<file path="src/rtl/hamming_scrub_pkg.sv">
// Shared types and Hamming(7,4) nibble helpers for the background counter scrubber.
package hamming_scrub_pkg;

  typedef enum logic [1:0] {
    ST_IDLE = 2'd0,
    ST_SCAN = 2'd1,
    ST_FIX  = 2'd2
  } scrub_state_e;

  localparam logic [1:0] EVT_KIND_NONE = 2'b00;
  localparam logic [1:0] EVT_KIND_DATA = 2'b01;
  localparam logic [1:0] EVT_KIND_PAR  = 2'b10;

  typedef struct packed {
    logic [1:0] kind;
    logic [2:0] block;
    logic [2:0] syn;
  } scrub_evt_t;

  function automatic logic [2:0] nibble_parity(input logic [3:0] d);
    return {d[0] ^ d[2] ^ d[3], d[0] ^ d[1] ^ d[3], d[0] ^ d[1] ^ d[2]};
  endfunction

  function automatic logic [2:0] nibble_syndrome(input logic [3:0] d, input logic [2:0] p);
    return p ^ nibble_parity(d);
  endfunction

  // Returns {d, p} with the single bit named by the syndrome flipped.
  function automatic logic [6:0] nibble_correct(input logic [2:0] syn, input logic [3:0] d,
                                                input logic [2:0] p);
    logic [3:0] d_fix;
    logic [2:0] p_fix;
    d_fix = d;
    p_fix = p;
    case (syn)
      3'b111:  d_fix[0] = ~d[0];
      3'b011:  d_fix[1] = ~d[1];
      3'b101:  d_fix[2] = ~d[2];
      3'b110:  d_fix[3] = ~d[3];
      3'b001:  p_fix[0] = ~p[0];
      3'b010:  p_fix[1] = ~p[1];
      3'b100:  p_fix[2] = ~p[2];
      default: begin
        d_fix = d;
        p_fix = p;
      end
    endcase
    return {d_fix, p_fix};
  endfunction

  function automatic logic [1:0] syndrome_kind(input logic [2:0] syn);
    logic [1:0] kind;
    case (syn)
      3'b000:                 kind = EVT_KIND_NONE;
      3'b001, 3'b010, 3'b100: kind = EVT_KIND_PAR;
      default:                kind = EVT_KIND_DATA;
    endcase
    return kind;
  endfunction

endpackage

</file>
<file path="src/rtl/scrub_evt_fifo.sv">
// Event log FIFO for the scrubber: DEPTH (power of two, >= 2) entries of DW bits.
// A pop and a push in the same cycle both succeed, including when full.
module scrub_evt_fifo #(
  parameter int DEPTH = 4,
  parameter int DW    = 8
) (
  input  logic          clk,
  input  logic          reset,
  input  logic          i_push,
  input  logic [DW-1:0] i_data,
  input  logic          i_pop,
  output logic          o_full,
  output logic          o_empty,
  output logic [DW-1:0] o_data
);

  localparam int AW = (DEPTH > 1) ? $clog2(DEPTH) : 1;
  localparam logic [AW-1:0] PTR_ONE  = AW'(1);
  localparam logic [AW:0]   CNT_ONE  = (AW + 1)'(1);
  localparam logic [AW:0]   FULL_CNT = (AW + 1)'(DEPTH);

  logic [DW-1:0] r_mem [DEPTH];
  logic [AW-1:0] r_wr_ptr;
  logic [AW-1:0] r_rd_ptr;
  logic [AW:0]   r_count;
  logic          w_do_push;
  logic          w_do_pop;

  assign o_full    = (r_count == FULL_CNT);
  assign o_empty   = (r_count == {(AW + 1){1'b0}});
  assign w_do_pop  = i_pop & ~o_empty;
  assign w_do_push = i_push & (~o_full | w_do_pop);
  assign o_data    = r_mem[r_rd_ptr];

  // Storage, pointers and occupancy.
  always_ff @(posedge clk or posedge reset) begin
    if (reset) begin
      for (int i = 0; i < DEPTH; i++) begin
        r_mem[i] <= {DW{1'b0}};
      end
      r_wr_ptr <= {AW{1'b0}};
      r_rd_ptr <= {AW{1'b0}};
      r_count  <= {(AW + 1){1'b0}};
    end else begin
      if (w_do_push) begin
        r_mem[r_wr_ptr] <= i_data;
        r_wr_ptr        <= r_wr_ptr + PTR_ONE;
      end
      if (w_do_pop) begin
        r_rd_ptr <= r_rd_ptr + PTR_ONE;
      end
      case ({w_do_push, w_do_pop})
        2'b10:   r_count <= r_count + CNT_ONE;
        2'b01:   r_count <= r_count - CNT_ONE;
        default: r_count <= r_count;
      endcase
    end
  end

endmodule

</file>
<file path="src/rtl/hamming_scrubber.sv">
// Background Hamming(7,4) scrubber for the event counter and its parity store.
// Define HAMMING_SCRUB_LOG_EN to build the per-block error event log.
module hamming_scrubber
  import hamming_scrub_pkg::*;
#(
  parameter int WIDTH          = 32,
  parameter int BLOCKS         = WIDTH / 4,
  parameter int PARITY_BITS    = BLOCKS * 3,
  parameter int SCRUB_INTERVAL = 64,
  parameter int EVT_DEPTH      = 4
) (
  input  logic                   clk,
  input  logic                   reset,
  input  logic                   idle,
  input  logic                   scan_req,
  input  logic [WIDTH-1:0]       data_in,
  input  logic [PARITY_BITS-1:0] parity_in,
  output logic                   fix_valid,
  input  logic                   fix_ready,
  output logic [WIDTH-1:0]       fix_data,
  output logic [PARITY_BITS-1:0] fix_parity,
  output logic                   scan_busy,
  output logic                   scan_abort,
  output logic [15:0]            corr_count,
  output logic                   evt_valid,
  input  logic                   evt_ready,
  output logic [7:0]             evt_data,
  output logic                   evt_overflow
);

  localparam int IDX_W = (BLOCKS > 1) ? $clog2(BLOCKS) : 1;
  localparam int TMR_W = $clog2(SCRUB_INTERVAL);
  localparam int DB_W  = $clog2(WIDTH);
  localparam int PB_W  = $clog2(PARITY_BITS);
  localparam logic [IDX_W-1:0] LAST_IDX = IDX_W'(BLOCKS - 1);
  localparam logic [IDX_W-1:0] IDX_ONE  = IDX_W'(1);
  localparam logic [TMR_W-1:0] TMR_LAST = TMR_W'(SCRUB_INTERVAL - 1);
  localparam logic [TMR_W-1:0] TMR_ONE  = TMR_W'(1);

  scrub_state_e           r_state;
  scrub_state_e           w_next_state;
  logic [IDX_W-1:0]       r_idx;
  logic [TMR_W-1:0]       r_timer;
  logic                   r_err_any;
  logic [WIDTH-1:0]       r_fix_data;
  logic [PARITY_BITS-1:0] r_fix_parity;
  logic [15:0]            r_corr_count;
  logic                   r_fix_valid;
  logic                   r_scan_busy;
  logic                   r_scan_abort;

  logic                   w_start;
  logic                   w_abort;
  logic                   w_proc;
  logic                   w_last;
  logic [DB_W-1:0]        w_dbase;
  logic [PB_W-1:0]        w_pbase;
  logic [3:0]             w_nib;
  logic [2:0]             w_par;
  logic [2:0]             w_syn;
  logic [6:0]             w_fixed;
  logic                   w_blk_err;

  assign w_start   = (r_state == ST_IDLE) & idle & (scan_req | (r_timer == TMR_LAST));
  assign w_abort   = (r_state != ST_IDLE) & ~idle;
  // A block is only trusted while the counter is idle; the abort cycle evaluates nothing.
  assign w_proc    = (r_state == ST_SCAN) & idle;
  assign w_last    = (r_idx == LAST_IDX);
  assign w_dbase   = DB_W'({r_idx, 2'b00});
  assign w_pbase   = PB_W'({r_idx, 1'b0}) + PB_W'(r_idx);
  assign w_nib     = data_in[w_dbase +: 4];
  assign w_par     = parity_in[w_pbase +: 3];
  assign w_syn     = nibble_syndrome(w_nib, w_par);
  assign w_fixed   = nibble_correct(w_syn, w_nib, w_par);
  assign w_blk_err = |w_syn;

  // State register.
  always_ff @(posedge clk or posedge reset) begin
    if (reset) begin
      r_state <= ST_IDLE;
    end else begin
      r_state <= w_next_state;
    end
  end

  // Next-state logic.
  always_comb begin
    w_next_state = r_state;
    case (r_state)
      ST_IDLE: begin
        if (w_start) begin
          w_next_state = ST_SCAN;
        end else begin
          w_next_state = ST_IDLE;
        end
      end
      ST_SCAN: begin
        if (!idle) begin
          w_next_state = ST_IDLE;
        end else if (w_last) begin
          w_next_state = (r_err_any | w_blk_err) ? ST_FIX : ST_IDLE;
        end else begin
          w_next_state = ST_SCAN;
        end
      end
      ST_FIX: begin
        if (!idle || fix_ready) begin
          w_next_state = ST_IDLE;
        end else begin
          w_next_state = ST_FIX;
        end
      end
      default: w_next_state = ST_IDLE;
    endcase
  end

  // Interval timer, block walk, corrected word and error counter.
  always_ff @(posedge clk or posedge reset) begin
    if (reset) begin
      r_timer      <= {TMR_W{1'b0}};
      r_idx        <= {IDX_W{1'b0}};
      r_err_any    <= 1'b0;
      r_fix_data   <= {WIDTH{1'b0}};
      r_fix_parity <= {PARITY_BITS{1'b0}};
      r_corr_count <= 16'h0000;
    end else begin
      if ((r_state == ST_IDLE) && idle && !w_start) begin
        r_timer <= r_timer + TMR_ONE;
      end else begin
        r_timer <= {TMR_W{1'b0}};
      end
      if (w_start) begin
        r_idx     <= {IDX_W{1'b0}};
        r_err_any <= 1'b0;
      end else if (w_proc) begin
        r_idx     <= w_last ? r_idx : r_idx + IDX_ONE;
        r_err_any <= r_err_any | w_blk_err;
      end
      if (w_proc) begin
        r_fix_data[w_dbase +: 4]   <= w_fixed[6:3];
        r_fix_parity[w_pbase +: 3] <= w_fixed[2:0];
      end
      if (w_proc && w_blk_err && (r_corr_count != 16'hFFFF)) begin
        r_corr_count <= r_corr_count + 16'h0001;
      end
    end
  end

  // Status flags follow the next state so they line up with the state register.
  always_ff @(posedge clk or posedge reset) begin
    if (reset) begin
      r_fix_valid  <= 1'b0;
      r_scan_busy  <= 1'b0;
      r_scan_abort <= 1'b0;
    end else begin
      r_fix_valid  <= (w_next_state == ST_FIX);
      r_scan_busy  <= (w_next_state != ST_IDLE);
      r_scan_abort <= w_abort;
    end
  end

  assign fix_valid  = r_fix_valid;
  assign fix_data   = r_fix_data;
  assign fix_parity = r_fix_parity;
  assign scan_busy  = r_scan_busy;
  assign scan_abort = r_scan_abort;
  assign corr_count = r_corr_count;

`ifdef HAMMING_SCRUB_LOG_EN
  scrub_evt_t w_evt;
  logic       w_evt_push;
  logic       w_evt_pop;
  logic       w_fifo_full;
  logic       w_fifo_empty;
  logic [7:0] w_fifo_data;
  logic       r_evt_overflow;

  assign w_evt      = {syndrome_kind(w_syn), 3'(r_idx), w_syn};
  assign w_evt_push = w_proc & w_blk_err;
  assign w_evt_pop  = evt_ready & ~w_fifo_empty;

  scrub_evt_fifo #(
    .DEPTH(EVT_DEPTH),
    .DW   (8)
  ) u_evt_fifo (
    .clk    (clk),
    .reset  (reset),
    .i_push (w_evt_push),
    .i_data (w_evt),
    .i_pop  (evt_ready),
    .o_full (w_fifo_full),
    .o_empty(w_fifo_empty),
    .o_data (w_fifo_data)
  );

  // Sticky record of an event lost to a full log.
  always_ff @(posedge clk or posedge reset) begin
    if (reset) begin
      r_evt_overflow <= 1'b0;
    end else if (w_evt_push && w_fifo_full && !w_evt_pop) begin
      r_evt_overflow <= 1'b1;
    end else begin
      r_evt_overflow <= r_evt_overflow;
    end
  end

  assign evt_valid    = ~w_fifo_empty;
  assign evt_data     = w_fifo_data;
  assign evt_overflow = r_evt_overflow;
`else
  localparam int EVT_DEPTH_UNUSED = EVT_DEPTH;
  logic w_unused_evt_ready;

  assign w_unused_evt_ready = evt_ready;
  assign evt_valid          = 1'b0;
  assign evt_data           = 8'h00;
  assign evt_overflow       = 1'b0;
`endif

endmodule

</file>
<file path="config.mk">
export PLATFORM = sky130hd
export DESIGN_NAME = hamming_scrubber
export DESIGN_NICKNAME = d
export VERILOG_FILES = /design/src/rtl/hamming_scrub_pkg.sv /design/src/rtl/scrub_evt_fifo.sv /design/src/rtl/hamming_scrubber.sv
export SDC_FILE = /design/constraint.sdc
export NUM_CORES = 1
export LEC_CHECK = 0
export CORE_UTILIZATION = 54
export DETAILED_ROUTE_END_ITERATION = 10
export HOLD_SLACK_MARGIN = 0.03
export PLACE_DENSITY = 0.95
export SLEW_MARGIN = 30
export SYNTH_ARGS = -nofsm -noshare
export SYNTH_HDL_FRONTEND = slang
export SYNTH_SLANG_ARGS = --single-unit
</file>
<file path="constraint.sdc">
create_clock -name clk -period 9 [get_ports clk]
set_clock_uncertainty 0.15 [all_clocks]
set_input_delay 0.9 -clock clk [delete_from_list [all_inputs] [get_ports clk]]
set_output_delay 0.9 -clock clk [all_outputs]
set_load 0.02 [all_outputs]
</file>
Word-level counts from Yosys, hierarchy flattened
Cells that the tools add are included.
{ "op_classes": {"n_addsub": 6, "n_mul": 0, "div": 0, "n_lt_le_gt_ge": 0, "n_eq_ne": 14, "n_shift": 6, "n_mux": 21, "bitwise_logic": 20, "reduce_logical": 13} }
{ "ops": {"columns": ["operator", "count"], "rows": [
  ["bitwise mux 32 bit", 1],
  ["variable shift 4 x 7 -> 32 bit, first input constant", 1],
  ["indexed part select 32 x 6 -> 4 bit", 1],
  ["indexed part select 4 x 7 -> 32 bit", 1],
  ["bitwise mux 24 bit", 1],
  ["variable shift 3 x 7 -> 24 bit, first input constant", 1],
  ["indexed part select 24 x 6 -> 3 bit", 1],
  ["indexed part select 3 x 7 -> 24 bit", 1],
  ["adder 16 x 1 -> 16 bit, second input constant", 1],
  ["inequality test 16 bit, second input constant", 1],
  ["== test 3 bit, second input constant", 5],
  ["negation 5 -> 7 bit", 2],
  ["2-to-1 mux 1 bit", 10],
  ["2-to-1 mux 3 bit", 3],
  ["2-to-1 mux 2 bit", 4],
  ["NOT 1 bit", 8],
  ["adder 6 x 1 -> 6 bit, second input constant", 1],
  ["== test 3 x 2 -> 1 bit, second input constant", 2],
  ["== test 6 bit, second input constant", 1],
  ["2-to-1 mux 6 bit", 1],
  ["case mux 2 bit (3 select lines)", 1],
  ["nonzero test 2 bit", 3],
  ["adder 4 x 3 -> 5 bit", 1],
  ["XOR 1 bit", 5],
  ["other kinds (14)", 23]
]} }
{ "word_totals": {"reg_bits": 87, "latch_bits": 0, "ram_bits": 0, "mem_bits_ro": 0, "in_bits": 62, "wordCells": 90, "mem_count": 0} }

Depth between registers and ports, before layout
Gate-level depths: netlist of the first run.
{ "logic_depth": {"ltp_word": 11, "depth_mapped": 16} }

Least setup slack after synthesis of the first run
OpenSTA, ideal clock, no wires.
{ "synth_timing": {"path_type": "flip-flop to flip-flop", "from": "register r_idx[0]", "to": "register r_corr_count[12] (netlist: corr_count[12])", "arrival_time_ps": 3760, "t_required_ps": 8718, "setup_slack_ps": 4958, "path_stages_with_launch": 17, "path_buffers": 5, "synth_period_minus_slack_ps": 4042, "path_cell_list": "dfrtp_1 > buf_6 > buf_4 > clkinv_1 > ha_1 > buf_2 > clkbuf_1 > mux4_2 > nand3_1 > a21oi_1 > nor3_2 > xnor2_2 > a31oi_4 > and3_1 > buf_4 > and3_1 > xor2_1"} }
{ "synth_via": {"elab_chain_len": 7} }
{ "synth_lines": {"columns": ["element", "line_no", "text"], "rows": [
  ["start, declared", "hamming_scrubber.sv:42", "logic [IDX_W-1:0] r_idx;"],
  ["start signal, assigned", "hamming_scrubber.sv:121", "r_idx <= {IDX_W{1'b0}};"],
  ["start signal, assigned", "hamming_scrubber.sv:133", "r_idx <= {IDX_W{1'b0}};"],
  ["start signal, assigned", "hamming_scrubber.sv:136", "r_idx <= w_last ? r_idx : r_idx + IDX_ONE;"],
  ["parallel branches: the longest is 3 deep, another holds adder 4 x 3 -> 5 bit", null, null],
  ["XOR 3 bit (*)", "hamming_scrub_pkg.sv:25", "return p ^ nibble_parity(d);"],
  ["OR reduction 3 bit (*)", "hamming_scrubber.sv:75", "assign w_blk_err = |w_syn;"],
  ["logical AND 1 bit (*) (2 in a row)", "hamming_scrubber.sv:143", "if (w_proc && w_blk_err && (r_corr_count != 16'hFFFF)) begin"],
  ["end signal, assigned", "hamming_scrubber.sv:144", "r_corr_count <= r_corr_count + 16'h0001;"],
  ["end, declared", "hamming_scrubber.sv:47", "logic [15:0] r_corr_count;"]
]} }
Every way passes the cells marked *.
A chain may end at the register's enable or synchronous reset.

Worst setup path in the final report of the first run
{ "layout_timing": {"from": "register r_idx[0]", "to": "register r_fix_parity[6] (netlist: fix_parity[6])"} }
{ "layout_via": {"elab_chain_len": 8} }
{ "layout_lines": {"columns": ["element", "line_no", "text"], "rows": [
  ["parallel branches: the longest is 7 deep, another holds adder 4 x 3 -> 5 bit", null, null],
  ["bitwise mux 24 bit (*)", "hamming_scrubber.sv:141", "r_fix_parity[w_pbase +: 3] <= w_fixed[2:0];"],
  ["end signal, assigned", "hamming_scrubber.sv:124", "r_fix_parity <= {PARITY_BITS{1'b0}};"],
  ["end signal, assigned by index", "hamming_scrubber.sv:141", null],
  ["end, declared", "hamming_scrubber.sv:46", "logic [PARITY_BITS-1:0] r_fix_parity;"]
]} }
Marked as above.

==> results of run 1 <==
==> critical path, stage by stage, from the launching register on <==
cell and delay [ps]:
sky130_fd_sc_hd__dfrtp_4 830, sky130_fd_sc_hd__ha_1 490, sky130_fd_sc_hd__inv_1 100, sky130_fd_sc_hd__fa_1 870, sky130_fd_sc_hd__clkinv_1 410, sky130_fd_sc_hd__or3_1 480, sky130_fd_sc_hd__a31oi_2 400, sky130_fd_sc_hd__xor2_2 590
sky130_fd_sc_hd__o21ai_0 240, sky130_fd_sc_hd__o311ai_0 180, sky130_fd_sc_hd__a41oi_1 250, sky130_fd_sc_hd__mux2_2 320
==> routing by layer <==
metal	wire length, um	up-vias	part of all wire (%)	GRT usage, %
met3	1225	37	8.1	5.365
met2	7659	319	51	50.38
met4	348	0	2.3	10.26
li1	-	2394	-	-
met5	0	-	0	0
met1	5931	2550	39	34.37
==> per-stage QoR <==
step	instances	power, mW
finish	855	2.831
floorplan	597	2.008
CTS	855	2.771
global placement	839	2.455
global route	855	3.009
detailed placement	839	2.514
==> path summary, 6_finish.rpt <==
path / slack, ps / startpoint / endpoint / cells past startpoint
hold reg to reg: 310 / r_timer[0] / r_timer[0] / 1
hold / removal: 310 / r_timer[0] / r_timer[0] / 1
setup / recovery: 3550 / r_idx[0] / fix_parity[6] / 11
min in group asynchronous: 900 / reset / fix_data[18] / 3
max in group asynchronous: 7240 / reset / r_idx[0] / 3
setup reg to reg: 3550 / r_idx[0] / fix_parity[6] / 11
==> placed cells by master, fill, tap and decap left out, types with 13 or more instances in the layout <==
cell and instances:
sky130_fd_sc_hd__a21oi_1 14, sky130_fd_sc_hd__a22o_1 13, sky130_fd_sc_hd__and3_1 13, sky130_fd_sc_hd__clkdlybuf4s50_1 135, sky130_fd_sc_hd__dfrtp_1 86, sky130_fd_sc_hd__mux4_2 18
sky130_fd_sc_hd__nand2_1 76, sky130_fd_sc_hd__nand3_1 30, sky130_fd_sc_hd__nor2_1 57, sky130_fd_sc_hd__o21ai_0 44, sky130_fd_sc_hd__xnor2_1 22, sky130_fd_sc_hd__xor2_1 15
==> cell families after synthesis <==
| family | count (synthesis) | synth area share [%] |
|---|---|---|
| flops | 87 | 38.06 |
| fa+ha+maj | 14 | 3.193 |
| mux | 33 | 11.88 |
| other cells | 1 | 0.06555 |
| simple gates | 234 | 19.47 |
| xor+xnor | 45 | 8.137 |
| buf+inv | 44 | 4.068 |
| compound gates | 130 | 15.14 |
==> registers in the layout (all words and copies together) (netlist names) <==
signal and flops:
fix_data 32, fix_parity 24, corr_count 16, r_timer 6, r_idx 3, r_state 2, fix_valid 1, r_err_any 1
scan_abort 1, scan_busy 1
==> area by class of cell <==
type                    count  area [um^2]  area share [%]
multi-input cells         466         3357           45.97
flip-flops and latches     87         2181           29.86
repair buffers            136         1363           18.66
well taps                 136        170.2           2.330
clock buffers               9        123.9           1.696
clock inverters             7        55.05          0.7538
inverters                  14        53.80          0.7367
==> power groups by stage <==
stage / Sequential [mW] / Combinational, mW / Clock (mW)
after floorplan: 0.588 / 1.42 / 0
after global placement: 0.548 / 1.91 / 0
after detailed placement: 0.554 / 1.96 / 0
after CTS: 0.546 / 1.97 / 0.255
after global routing: 0.558 / 2.18 / 0.271
final: 0.547 / 2.03 / 0.253
==> results.txt, run 1 <==
The overall die area is 0.01101 mm^2. For this design, the CTS-stage hold fixing added 0 buffers. The cell with the most instances after synthesis was sky130_fd_sc_hd__dfrtp_1. The count of flip-flops with a built-in enable after synthesis is 0.

For the worst-skew pair, the clock arrives at the later sink with an insertion delay of 370 ps. The tools report the maximum count of clock buffers along a single path as 2. In this run the number of H-tree levels came out at 3. Once placement finished, the instance area stood at 0.007109 mm^2. At the end of the flow, the number of nets in the layout was 790. Slew of the pin with the lowest slew margin: 766.5 ps. The tools report the number of distinct library cells after synthesis as 68. The number of global-route vias before repair was 5165; the total half-perimeter wirelength after legalization and detailed placement was 11.69 mm. The run gives 0.1835 GHz as the upper clock frequency limit. The startpoint type of the worst setup path was a register.

Cell internal power was estimated by the tool at 1.271 mW. Combinational cells account for 71.7% of the total power. The logs give 515 for the violation count after the first detailed-routing iteration and 2806 ps for the worst slack after detailed placement. Setup repair after global routing left no endpoint under its margin. After synthesis, the most frequently instantiated cells are sky130_fd_sc_hd__dfrtp_1 (87), sky130_fd_sc_hd__nand2_1 (76), sky130_fd_sc_hd__nor2_1 (57).

The logs give 0 for the count of final max-slew check failures and 55.66% for the initial cell density of the core. The relative slew slack was 48.90%; the synthesized netlist cell count was 588. Averaged over all synthesized cells, the footprint is 9.729 um^2.

The floorplan step defined a core boundary enclosing 0.01028 mm^2. The clock sink count came out at 87. The flow ran to the end, and the final reports show no timing, DRC or antenna violations. The analysis attributes to cell leakage a power of 2.957 nW.

Adding up every negative setup slack in the final design gives 0 ps. Setup violations remaining at the end of the flow were counted as 0. The initial antenna violation count was 0. The type of the worst setup path was register to register. The average detailed-routed wire length per instance is 17.74 um, and the antenna diode count is 0. The share of flip-flops with an asynchronous set or reset works out to 100.0%. The cell sitting at the root of the clock tree is a sky130_fd_sc_hd__clkbuf_8.

TritonCTS built the clock tree. The run gives 5550 ps as the arrival time of data at the critical path endpoint. The count of buffers inserted at the top-level ports is 135, and the switching share of power is 55.09%. In this run the count of I/O pins placed on the die edge is 147. The filler cells instantiated in the layout total 768. The die is 104.9 um wide. The final cell utilization of the core is 71.06%, and the growth of design area from synthesis to finish is 27.67%. The placement row count is 37, and the largest vdd supply drop is 0.3212 mV.

The max-capacitance violation count came out at 0. The final routed DRC violation total came out at 0. Share of power burned in the clock network: 8.9%. Sorting the synthesized cells by area gives the leading types as sky130_fd_sc_hd__dfrtp_1 (38%), sky130_fd_sc_hd__mux4_2 (7.1%), sky130_fd_sc_hd__nand2_1 (5.0%).

The sequential share of power is 19.3%. In the global route stage, overall resource usage came out at 28.39%. Summing every instance area after synthesis gives 0.005720 mm^2. In this run the vertical extent of the chip is 104.9 um. The category of the worst setup path capture point is a register. In this run the worst path has a maximum fanout of 41.

The post-synthesis sequential area ratio is 38.06%, and the wire length after detailed routing is 15.17 mm. For the finished layout, the period the worst path requires is 5450 ps. The largest total area in the synthesized netlist belongs to sky130_fd_sc_hd__dfrtp_1. The finished cells cover 0.007303 mm^2. Post-CTS repair changed the size of 0 cells. The tools report the count of endpoints failing hold in the final timing report as 0. In this run, CTS created clock tree buffers numbering 9.

Prevailing post-synth register cell: sky130_fd_sc_hd__dfrtp_1. The share of the synthesized area in the top cell type works out to 38.06%. The post-CTS setup buffer count is 0, and the largest net degree at the start of global routing is 88. The post-route worst hold slack came out at 312.7 ps. Before antenna repair, the detailed router went through 5 iterations. The first global-routing pass estimated 24.90 mm of wire.

Cells with a size suffix above 1 make up 9.875% of the layout. After clock tree synthesis, the clock-pin slew on the worst setup and hold paths is 100 ps. The overall via count from detail_route is 5300. The post-synthesis register bit count works out to 87.

The net load switching power is 1.559 mW. The final cycle utilization of the critical path was 60.56%; the final setup slack of the worst path was 3550 ps. The data required time at the worst endpoint is 9100 ps, and the number of vias per cell after detailed routing is 6.199. The routability congestion estimate from global placement was 0.8923. The worst hold-check path type was register to register. The antenna violation net count after detailed routing came out at 0.

After global routing the overflow that remains totals 0. The power density normalized to cell area is 387.6 mW/mm^2. For this run, the number of Yosys warnings is 0.
Note: power is estimated with default switching activity, not from simulation.
==> run 2: changes to the inputs <==
- CORE_UTILIZATION: 54 -> 45
- PLACE_DENSITY: 0.95 -> 0.85
- clock period: 9 -> 4.5 ns (I/O delays scaled with it)
==> results.txt, run 2 (synthesis results as in run 1) <==
For the global-route wire length before repair, the log shows 25.76 mm (+3.4%). The post-route worst hold slack is 322.6 ps (+9.950 ps). The logs give 180 ps (-3370 ps) for the setup slack of the most critical reg-to-reg path and 0 (unchanged) for the total grt overflow. The total half-perimeter wirelength after legalization and detailed placement was 12.01 mm (+2.8%); the largest vdd supply drop was 0.4973 mV (+55%). The tools report the launch point of the worst reg-to-reg path as r_idx[1]. The initial antenna violation count was 0 (unchanged). The power density normalized to cell area is 812.7 mW/mm^2 (+110%), and the placement row count is 40 (+8.1%). The average detailed-routed wire length per instance was 17.30 um (-2.5%). The logs give 906 (+6.0%) for the final cell count without fillers and 0.007296 mm^2 (+2.6%) for the area of placed instances. The worst setup path is of the register to register kind. The growth of design area from synthesis to finish came out at 33.29%. The worst hold path begins at r_timer[0]. Net total in the final layout: 810 (+2.5%). Antenna diode count: 0 (unchanged).

For the count of TritonRoute iterations in the first routing pass, the log shows 5 (unchanged). For the routability congestion estimate from global placement, the log shows 0.8831 (-1.0%). The ratio of cells with drive above 1 in the final layout was 12.20% (+2.3 points). Area inside the core boundary: 0.01221 mm^2 (+19%). The flip-flop count of the largest register after layout came out at 32 (unchanged). The number of global-route vias before repair was 5308 (+2.8%); the count of buffers inserted at the top-level ports was 135 (unchanged). The final routed DRC violation total came out at 0 (unchanged).

Cell count after placement: 891 (+6.2%). The maximum count of clock buffers along a single path is 2 (unchanged), and the number of H-tree levels is 3 (unchanged). The count of endpoints failing hold in the final timing report was 0 (unchanged). Clock-pin slew reported for the worst setup and hold paths after clock tree synthesis: 60 ps (-40 ps). Worst-case reg-to-reg path depth: 12 (+1). Initial cell density of the core: 46.84% (-8.8 points). The tools report the number of endpoints failing setup at the final stage as 0 (unchanged). Buffer cell driving the clock tree root: sky130_fd_sc_hd__clkbuf_16. In the layout the commonest cells are sky130_fd_sc_hd__clkdlybuf4s50_1 (135), sky130_fd_sc_hd__dfrtp_1 (86), sky130_fd_sc_hd__nand2_1 (76). The peak fanout along the critical path works out to 9 (-78%). The setup TNS after final layout is 0 ps (unchanged), and the slew of the pin with the lowest slew margin is 705.5 ps (-61.00 ps). Upper clock frequency limit: 0.2315 GHz (+26%). The startpoint type of the worst setup path is a register. The die height is 114.8 um (+9.4%), and the largest net degree at the start of global routing is 58 (-34%). The area of combinational cells with multiple inputs was 0.003361 mm^2 (+0.11%). The overall die area was 0.01317 mm^2 (+20%); the die extent in x was 114.8 um (+9.4%). The run gives 0.007625 mm^2 (+4.4%) as the post-route standard cell area excluding fillers.

The arrival time of data at the critical path endpoint was 4440 ps (-1110 ps). The cell depth of the worst min-delay path was 1 (unchanged); the all-layer global routing usage was 25.17% (-3.2 points). For hold timing, the worst endpoint is r_timer[0]. For the max-capacitance violation count, the log shows 0 (unchanged).

The run finished with clean final reports. The final cell utilization of the core is 62.44% (-8.6 points), and the clock sink count is 87 (unchanged). The tools report the worst-skew pair later-pin latency as 340 ps (-30 ps). Endpoint of the lowest-slack register-to-register path: fix_parity[6]. The run gives 0.002178 mm^2 (-0.11%) as the flip-flop and latch area.

The final cycle utilization of the critical path is 95.99% (+35 points), and the TritonCTS buffer count is 9 (unchanged). The cell leakage power was 3.115 nW (+5.4%). The data required time at the worst endpoint was 4630 ps (-4470 ps); the number of vias per cell after detailed routing was 5.785 (-6.7%). Most common cell after layout, fill and taps aside: sky130_fd_sc_hd__clkdlybuf4s50_1. TritonCTS built the clock tree. Category of the worst setup path capture point: a register. The logs give 52.97% (+4.1 points) for the relative slew slack and 5241 (-1.1%) for the overall via count from detail_route.

The number of inserted filler cells in the final layout came out at 1000 (+30%). The tools report the wire length after detailed routing as 15.67 mm (+3.4%). The path class of the tightest hold or removal check is register to register. The shortest period the worst path allows is 4319 ps (-1131 ps), and the violation count after the first detailed-routing iteration is 414 (-20%).

The count of pins on the block boundary came out at 147 (unchanged). The logs give 0 (unchanged) for the count of final max-slew check failures and 0 (unchanged) for the antenna violation net count after detailed routing.
-- run 2: changes by cell type in the layout (fill, tap and decap cells not counted), moves of 2 or more --
cell                        delta
sky130_fd_sc_hd__clkbuf_16     +9
sky130_fd_sc_hd__clkbuf_8      -9
sky130_fd_sc_hd__bufinv_16     +2
sky130_fd_sc_hd__buf_4        +21
sky130_fd_sc_hd__inv_6         -2
-- run 2: worst max-delay path, cell delays in order (launching register included) --
cell                       delay (ps)
sky130_fd_sc_hd__dfrtp_1          420
sky130_fd_sc_hd__clkinv_1         310
sky130_fd_sc_hd__fa_1             870
sky130_fd_sc_hd__mux4_2           390
sky130_fd_sc_hd__nand4_1          110
sky130_fd_sc_hd__nand4_1          100
sky130_fd_sc_hd__a21oi_1          440
sky130_fd_sc_hd__xor2_1           210
sky130_fd_sc_hd__buf_4            200
sky130_fd_sc_hd__nor4_1           470
sky130_fd_sc_hd__nor3_1            90
sky130_fd_sc_hd__a41oi_1          270
sky130_fd_sc_hd__mux2_2           220
-- run 2: routing by layer --
metal	global-route usage, %	part of all wire [%]	up-vias
li1	-	-	2441
met1	30.52	41	2543
met2	45.33	51	223
met3	3.637	5.4	34
met4	9.697	2.3	0
met5	0	0	-
-- run 2: power by group --
| group | leakage [nW] | internal (mW) | total (mW) | switching [mW] |
|---|---|---|---|---|
| Combinational | 1.78 | 1.61 | 4.38 | 2.77 |
| Clock | 0.151 | 0.482 | 0.786 | 0.304 |
| Sequential | 1.19 | 0.923 | 1.03 | 0.106 |
-- run 2: layout make-up --
class                           instances  share of cell area, %
Tap cell                              168                  2.757
Clock inverter                          6                  1.132
Timing Repair Buffer                  156                  19.79
Clock buffer                            9                  2.954
Sequential cell                        87                  28.57
Inverter                               14                 0.7220
Multi-Input combinational cell        466                  44.08
-- run 2: worst max path at each step --
stage,from,to,slack (ps),cells after the start
CTS,r_idx[1],fix_data[25],50,12
finish,r_idx[1],fix_parity[6],180,12
global placement,r_idx[1],fix_parity[15],280,12
global route,r_idx[1],fix_parity[9],-20,12
detailed placement,r_idx[1],fix_data[25],100,12
floorplan,r_idx[0],corr_count[12],460,16
-- run 2: metrics by stage --
stage / setup WS [ps] / total power, mW
final: 180.6 / 6.197
after global routing: -22.25 / 6.598
after CTS: 53.66 / 6.126
after detailed placement: 96.98 / 5.319
after global placement: 282.9 / 5.228
after floorplan: 457.6 / 4.017
-- run 2: timing repair --
item                       CTS  global route
setup buffers                0             0
resized for setup            0             3
hold buffers                 0             0
setup endpoints to repair    0            36
